### config.mk
export PLATFORM = sky130hd
export DESIGN_NAME = vscale_regfile_mp
export DESIGN_NICKNAME = d
export VERILOG_FILES = /design/src/rtl/vscale_regfile_mp.sv
export SDC_FILE = /design/constraint.sdc
export NUM_CORES = 2
export LEC_CHECK = 0
export ABC_AREA = 0
export ABC_CLOCK_PERIOD_IN_PS = 5000
export BUFFER_PORTS_ARGS = -buffer_cell sky130_fd_sc_hd__buf_2
export CORE_MARGIN = 5
export CORE_UTILIZATION = 40
export CTS_BUF_LIST = sky130_fd_sc_hd__clkbuf_8
export DETAILED_ROUTE_END_ITERATION = 8
export GPL_TIMING_DRIVEN = 0
export PLACE_DENSITY = 0.56
export SLEW_MARGIN = 0
export SYNTH_ARGS = -nofsm -noshare
export SYNTH_HDL_FRONTEND = slang
export SYNTH_SLANG_ARGS = --single-unit
### constraint.sdc
create_clock -name clk -period 5 [get_ports clk]
set_input_delay 1 -clock clk [delete_from_list [all_inputs] [get_ports clk]]
set_output_delay 1 -clock clk [all_outputs]
set_load 0.005 [all_outputs]
### src/rtl/vscale_regfile_mp.sv
// Multi-port integer register file with optional hardware-zero entry,
// same-cycle write-to-read bypass, valid-bit reset and a busy scoreboard.
module vscale_regfile_mp #(
  parameter int unsigned XLEN     = 32,
  parameter int unsigned NREGS    = 32,
  parameter int unsigned AW       = 5,
  parameter int unsigned NRD      = 2,
  parameter int unsigned NWR      = 2,
  parameter int unsigned BYPASS   = 1,
  parameter int unsigned ZERO_REG = 1,
  parameter int unsigned CW       = 6
) (
  input  logic              clk,
  input  logic              rst_n,
  input  logic [NRD*AW-1:0]   ra,
  output logic [NRD*XLEN-1:0] rd,
  output logic [NRD-1:0]      rd_busy,
  input  logic [NWR-1:0]      wen,
  input  logic [NWR*AW-1:0]   wa,
  input  logic [NWR*XLEN-1:0] wd,
  input  logic                bset_en,
  input  logic [AW-1:0]       bset_addr,
  output logic [CW-1:0]       busy_cnt
);

  localparam logic [AW:0] NREGS_W = (AW+1)'(NREGS);

  logic [XLEN-1:0]  data [NREGS];
  logic [NREGS-1:0] valid;
  logic [NREGS-1:0] busy;
  logic [NREGS-1:0] busy_nxt;
  logic [NREGS-1:0] wr_hit;
  logic [NREGS-1:0] set_vec;
  logic [NWR-1:0]   wen_eff;
  logic [CW-1:0]    cnt_nxt;

  // Address targets a real, writable register
  function automatic logic addr_ok(input logic [AW-1:0] a);
    return ({1'b0, a} < NREGS_W) && ((ZERO_REG == 0) || (a != '0));
  endfunction

  // Qualify writes and the busy set; build per-register hit vectors
  always_comb begin
    wen_eff = '0;
    wr_hit  = '0;
    set_vec = '0;
    for (int j = 0; j < int'(NWR); j++) begin
      wen_eff[j] = wen[j] & rst_n & addr_ok(wa[j*AW +: AW]);
    end
    for (int r = 0; r < int'(NREGS); r++) begin
      for (int j = 0; j < int'(NWR); j++) begin
        if (wen_eff[j] && (wa[j*AW +: AW] == AW'(r))) wr_hit[r] = 1'b1;
      end
      set_vec[r] = bset_en & rst_n & addr_ok(bset_addr) & (bset_addr == AW'(r));
    end
  end

  // Next busy vector (set beats a same-cycle clear) and its population count
  always_comb begin
    busy_nxt = (busy & ~wr_hit) | set_vec;
    cnt_nxt  = '0;
    for (int r = 0; r < int'(NREGS); r++) begin
      cnt_nxt = cnt_nxt + CW'(busy_nxt[r]);
    end
  end

  // Data array: no reset, highest-index port overrides on collision
  always_ff @(posedge clk) begin
    for (int j = 0; j < int'(NWR); j++) begin
      if (wen_eff[j]) data[wa[j*AW +: AW]] <= wd[j*XLEN +: XLEN];
    end
  end

  // Valid bits, busy scoreboard and busy count
  always_ff @(posedge clk or negedge rst_n) begin
    if (!rst_n) begin
      valid    <= '0;
      busy     <= '0;
      busy_cnt <= '0;
    end else begin
      valid    <= valid | wr_hit;
      busy     <= busy_nxt;
      busy_cnt <= cnt_nxt;
    end
  end

  // Read ports with optional same-cycle forwarding
  always_comb begin
    logic [AW-1:0]   a;
    logic            byp_hit;
    logic [XLEN-1:0] byp_data;
    rd      = '0;
    rd_busy = '0;
    for (int i = 0; i < int'(NRD); i++) begin
      a        = ra[i*AW +: AW];
      byp_hit  = 1'b0;
      byp_data = '0;
      if (BYPASS != 0) begin
        for (int j = 0; j < int'(NWR); j++) begin
          if (wen_eff[j] && (wa[j*AW +: AW] == a)) begin
            byp_hit  = 1'b1;
            byp_data = wd[j*XLEN +: XLEN];
          end
        end
      end
      if (addr_ok(a)) begin
        if (byp_hit) begin
          rd[i*XLEN +: XLEN] = byp_data;
        end else if (valid[a]) begin
          rd[i*XLEN +: XLEN] = data[a];
        end
        rd_busy[i] = byp_hit ? 1'b0 : busy[a];
      end
    end
  end

endmodule

==> out/results.txt <==
Power density over the cells = 339.8 nW/um^2
GPL Wtd Cong = 0.9467
Yosys cell types = 59
Setup ws final = -0.4119 ns
Count leader, synth = mux2_2
Worst Skew = 0.004035 ns
Global-route wire length before repair = 412000 um
Max-cap violation count = 18
Starting density of the core = 40.22%
TritonCTS Buffers = 199
Leak = 25.69 nW
IO buf count = 149
Routed WL per cell = 44.27 um
Die Span Y = 414.3 um
# rows = 148
CTS H-tree depth = 4
Fin crit share = 108.2%
GRT met2 Usage = 52.07%
Reg clk slew, reported paths = 0.06 ns
Fin util = 46.57%
GRT Total Usage = 35.42%
Failing checks = max-capacitance violations, max-slew violations, negative setup slack
Worst-skew pair later-pin latency = 0.96 ns
GR peak layer = met2
Async SR Flop Fraction = 6.399%
Run status = finished, violations left
F_max = 0.1848 GHz
GR Util met1 = 44.41%
Vias in the first global route = 47501
Required time of the critical path = 5.85 ns
Detail Route Antenna Nets = 0
Nature of the critical path endpoint = flip-flop
Final worst path period need = 5.412 ns
CTS root buffer = clkbuf_8
Final non-filler cell total = 7079
Kind of critical path = in -> reg
Synth area leader = edfxtp_1
Warning count from the yosys run = 0
Clk sinks = 1094
Relative slew slack = -11.31%
Largest net degree at the start of global routing = 36
Nets = 4855
EDFF count, synth = 1024
RSZ-0062 raised after global routing = true
Share of cells above drive strength 1 = 51.94%
WL final = 313400 um
CTS tree = done
Vias = 48722
WP data arrival = 6.26 ns
Post-DP HPWL = 206200 um
Die area = 171700 um^2
DRC Markers = 0
Worst Hold Class = in -> async
Synth Register Bits = 1094
Layout area overhead = 15.77%
Worst slew pin tran = 1.670 ns
Place WS = -2.807 ns
Ports = 166
Mean Syn Cell Area = 15.46 um^2
Fin Hold WS = 0.07005 ns
Placed Instances = 6640
Total gr overflow = 0
Maximum fanout along the worst path = 17
Dominant synthesized flop cell = edfxtp_1
Clk buf depth = 3
Antenna violations before repair = 19
Core area = 162600 um^2
Count of final hold-check violations = 0
Pwr Total = 25.73 mW
Post-synthesis instance total = 4231
Seq/Total Area, Yosys = 49.70%
Worst IR Drop VDD = 2262 uV
Met3 usage = 11.53%
Die span in x = 414.3 um
Initial drt markers = 8330
Top-area cell type share of the netlist area = 47.02%
Max Slew Vio Count = 176
CP Launch Type = input pin
Synthesized cell area = 65400 um^2
Setup Viol. Count Final = 28
Synth top area cells = edfxtp_1 (47%), mux4_2 (19%), mux2_2 (19%)
Mean number of vias per cell = 6.883
List of most frequent post-synthesis cells = mux2_2 (1092), edfxtp_1 (1024), mux4_2 (549)
Router iterations before antenna repair = 6
[per-layer routing]
metal / share of wire [%] / up-vias
li1: - / 18042
met1: 35 / 25378
met2: 43 / 4178
met4: 8.6 / 2
met3: 13 / 1122
met5: 0.0041 / -
[path summary, 6_finish.rpt]
check                              start          end  slack (ns)  depth (start not counted)
max in group asynchronous          rst_n      busy[1]        3.87                          4
min in group clk                  wd[13]  data[0][13]        0.36                          2
worst min-delay path               rst_n    valid[22]        0.07                          3
worst max register to register  busy[25]  busy_cnt[4]        0.12                         15
worst max-delay path               wa[9]  busy_cnt[4]       -0.41                         17
worst min register to register  valid[7]     valid[7]        0.49                          1
[power breakdown]
group | internal (mW) | switching (mW) | total (mW) | leakage, nW
Combinational | 3.20 | 3.75 | 6.95 | 13.5
Sequential | 10.4 | 0.162 | 10.5 | 10.1
Clock | 3.99 | 4.26 | 8.25 | 2.09
Total | 17.6 | 8.17 | 25.7 | 25.7
[critical path, cell delays in order]
cell and delay [ns]:
buf_4 0.21, nand3_1 0.29, nor2_1 0.91, a41o_4 0.64, o21a_1 0.23, fa_1 0.45, fa_1 0.51, inv_1 0.06
fa_1 0.48, fa_1 0.58, ha_4 0.15, inv_2 0.03, fa_2 0.35, inv_2 0.06, a21o_1 0.12, a21oi_2 0.06
xnor2_1 0.13
[cell type report]
| cell class | instances | area [um^2] |
|---|---|---|
| repair buffers | 273 | 2534 |
| clock inverters | 149 | 765.7 |
| diodes | 21 | 52.55 |
| plain buffers | 542 | 2685 |
| fillers | 14522 | 86870 |
| multi-input cells | 2547 | 31330 |
| inverters | 73 | 296.5 |
| well taps | 2175 | 2721 |
| flip-flops and latches | 1094 | 32500 |
| clock buffers | 205 | 2821 |
[state kept, by name, indices dropped and copies added, names as in the netlist]
signal / count
valid: 32
busy_cnt: 6
busy: 32
data: 1024
[cells by family after synthesis]
| group | Yosys count | synth area share (%) |
|---|---|---|
| other cells | 1 | 0.005734 |
| buf+inv | 622 | 3.836 |
| compound gates | 396 | 3.869 |
| simple gates | 351 | 2.604 |
| mux | 1713 | 38.81 |
| fa+ha+maj | 31 | 0.8686 |
| xor+xnor | 23 | 0.3080 |
| flops | 1094 | 49.70 |
[cells in the final DEF (no fill, tap or decap), types with 22 or more instances in the layout]
| cell type | instances |
|---|---|
| mux2_2 | 1092 |
| edfxtp_1 | 1024 |
| mux4_2 | 549 |
| clkbuf_1 | 281 |
| buf_2 | 210 |
| clkbuf_8 | 205 |
| nand2_1 | 147 |
| inv_1 | 118 |
| buf_4 | 107 |
| a21oi_1 | 89 |
| a22oi_1 | 74 |
| mux2i_1 | 72 |
| clkbuf_2 | 71 |
| dfrtp_1 | 70 |
| o22ai_1 | 52 |
| o21ai_0 | 49 |
| clkinv_1 | 43 |
| buf_12 | 34 |
| clkbuf_4 | 33 |
| conb_1 | 32 |
| nor3_1 | 30 |
| buf_1 | 27 |
| and3_1 | 27 |
| nand2b_1 | 25 |
| o31ai_1 | 25 |
| buf_6 | 22 |
[through the flow]
step           instance area, um^2  TNS (ns)
2_1_floorplan                65670    -7.315
3_3_place_gp                 69140  -2663.26
3_5_place_dp                 70430    -81.10
4_1_cts                      75330    -1.285
5_1_grt                      75680    -1.761
6_report                     75710    -2.553
[timing repair]
| item | in CTS | in global routing |
|---|---|---|
| pin swaps | 34 | 37 |
| gates resized for setup | 307 | 79 |
| hold buffers | 1 | 0 |
| endpoints found under the setup margin | 72 | 42 |
| buffers inserted | 47 | 21 |
| endpoints found under the hold margin | 6 | 0 |
| cloned | 3 | 1 |
No activity file was read; power rests on OpenSTA's default activity.
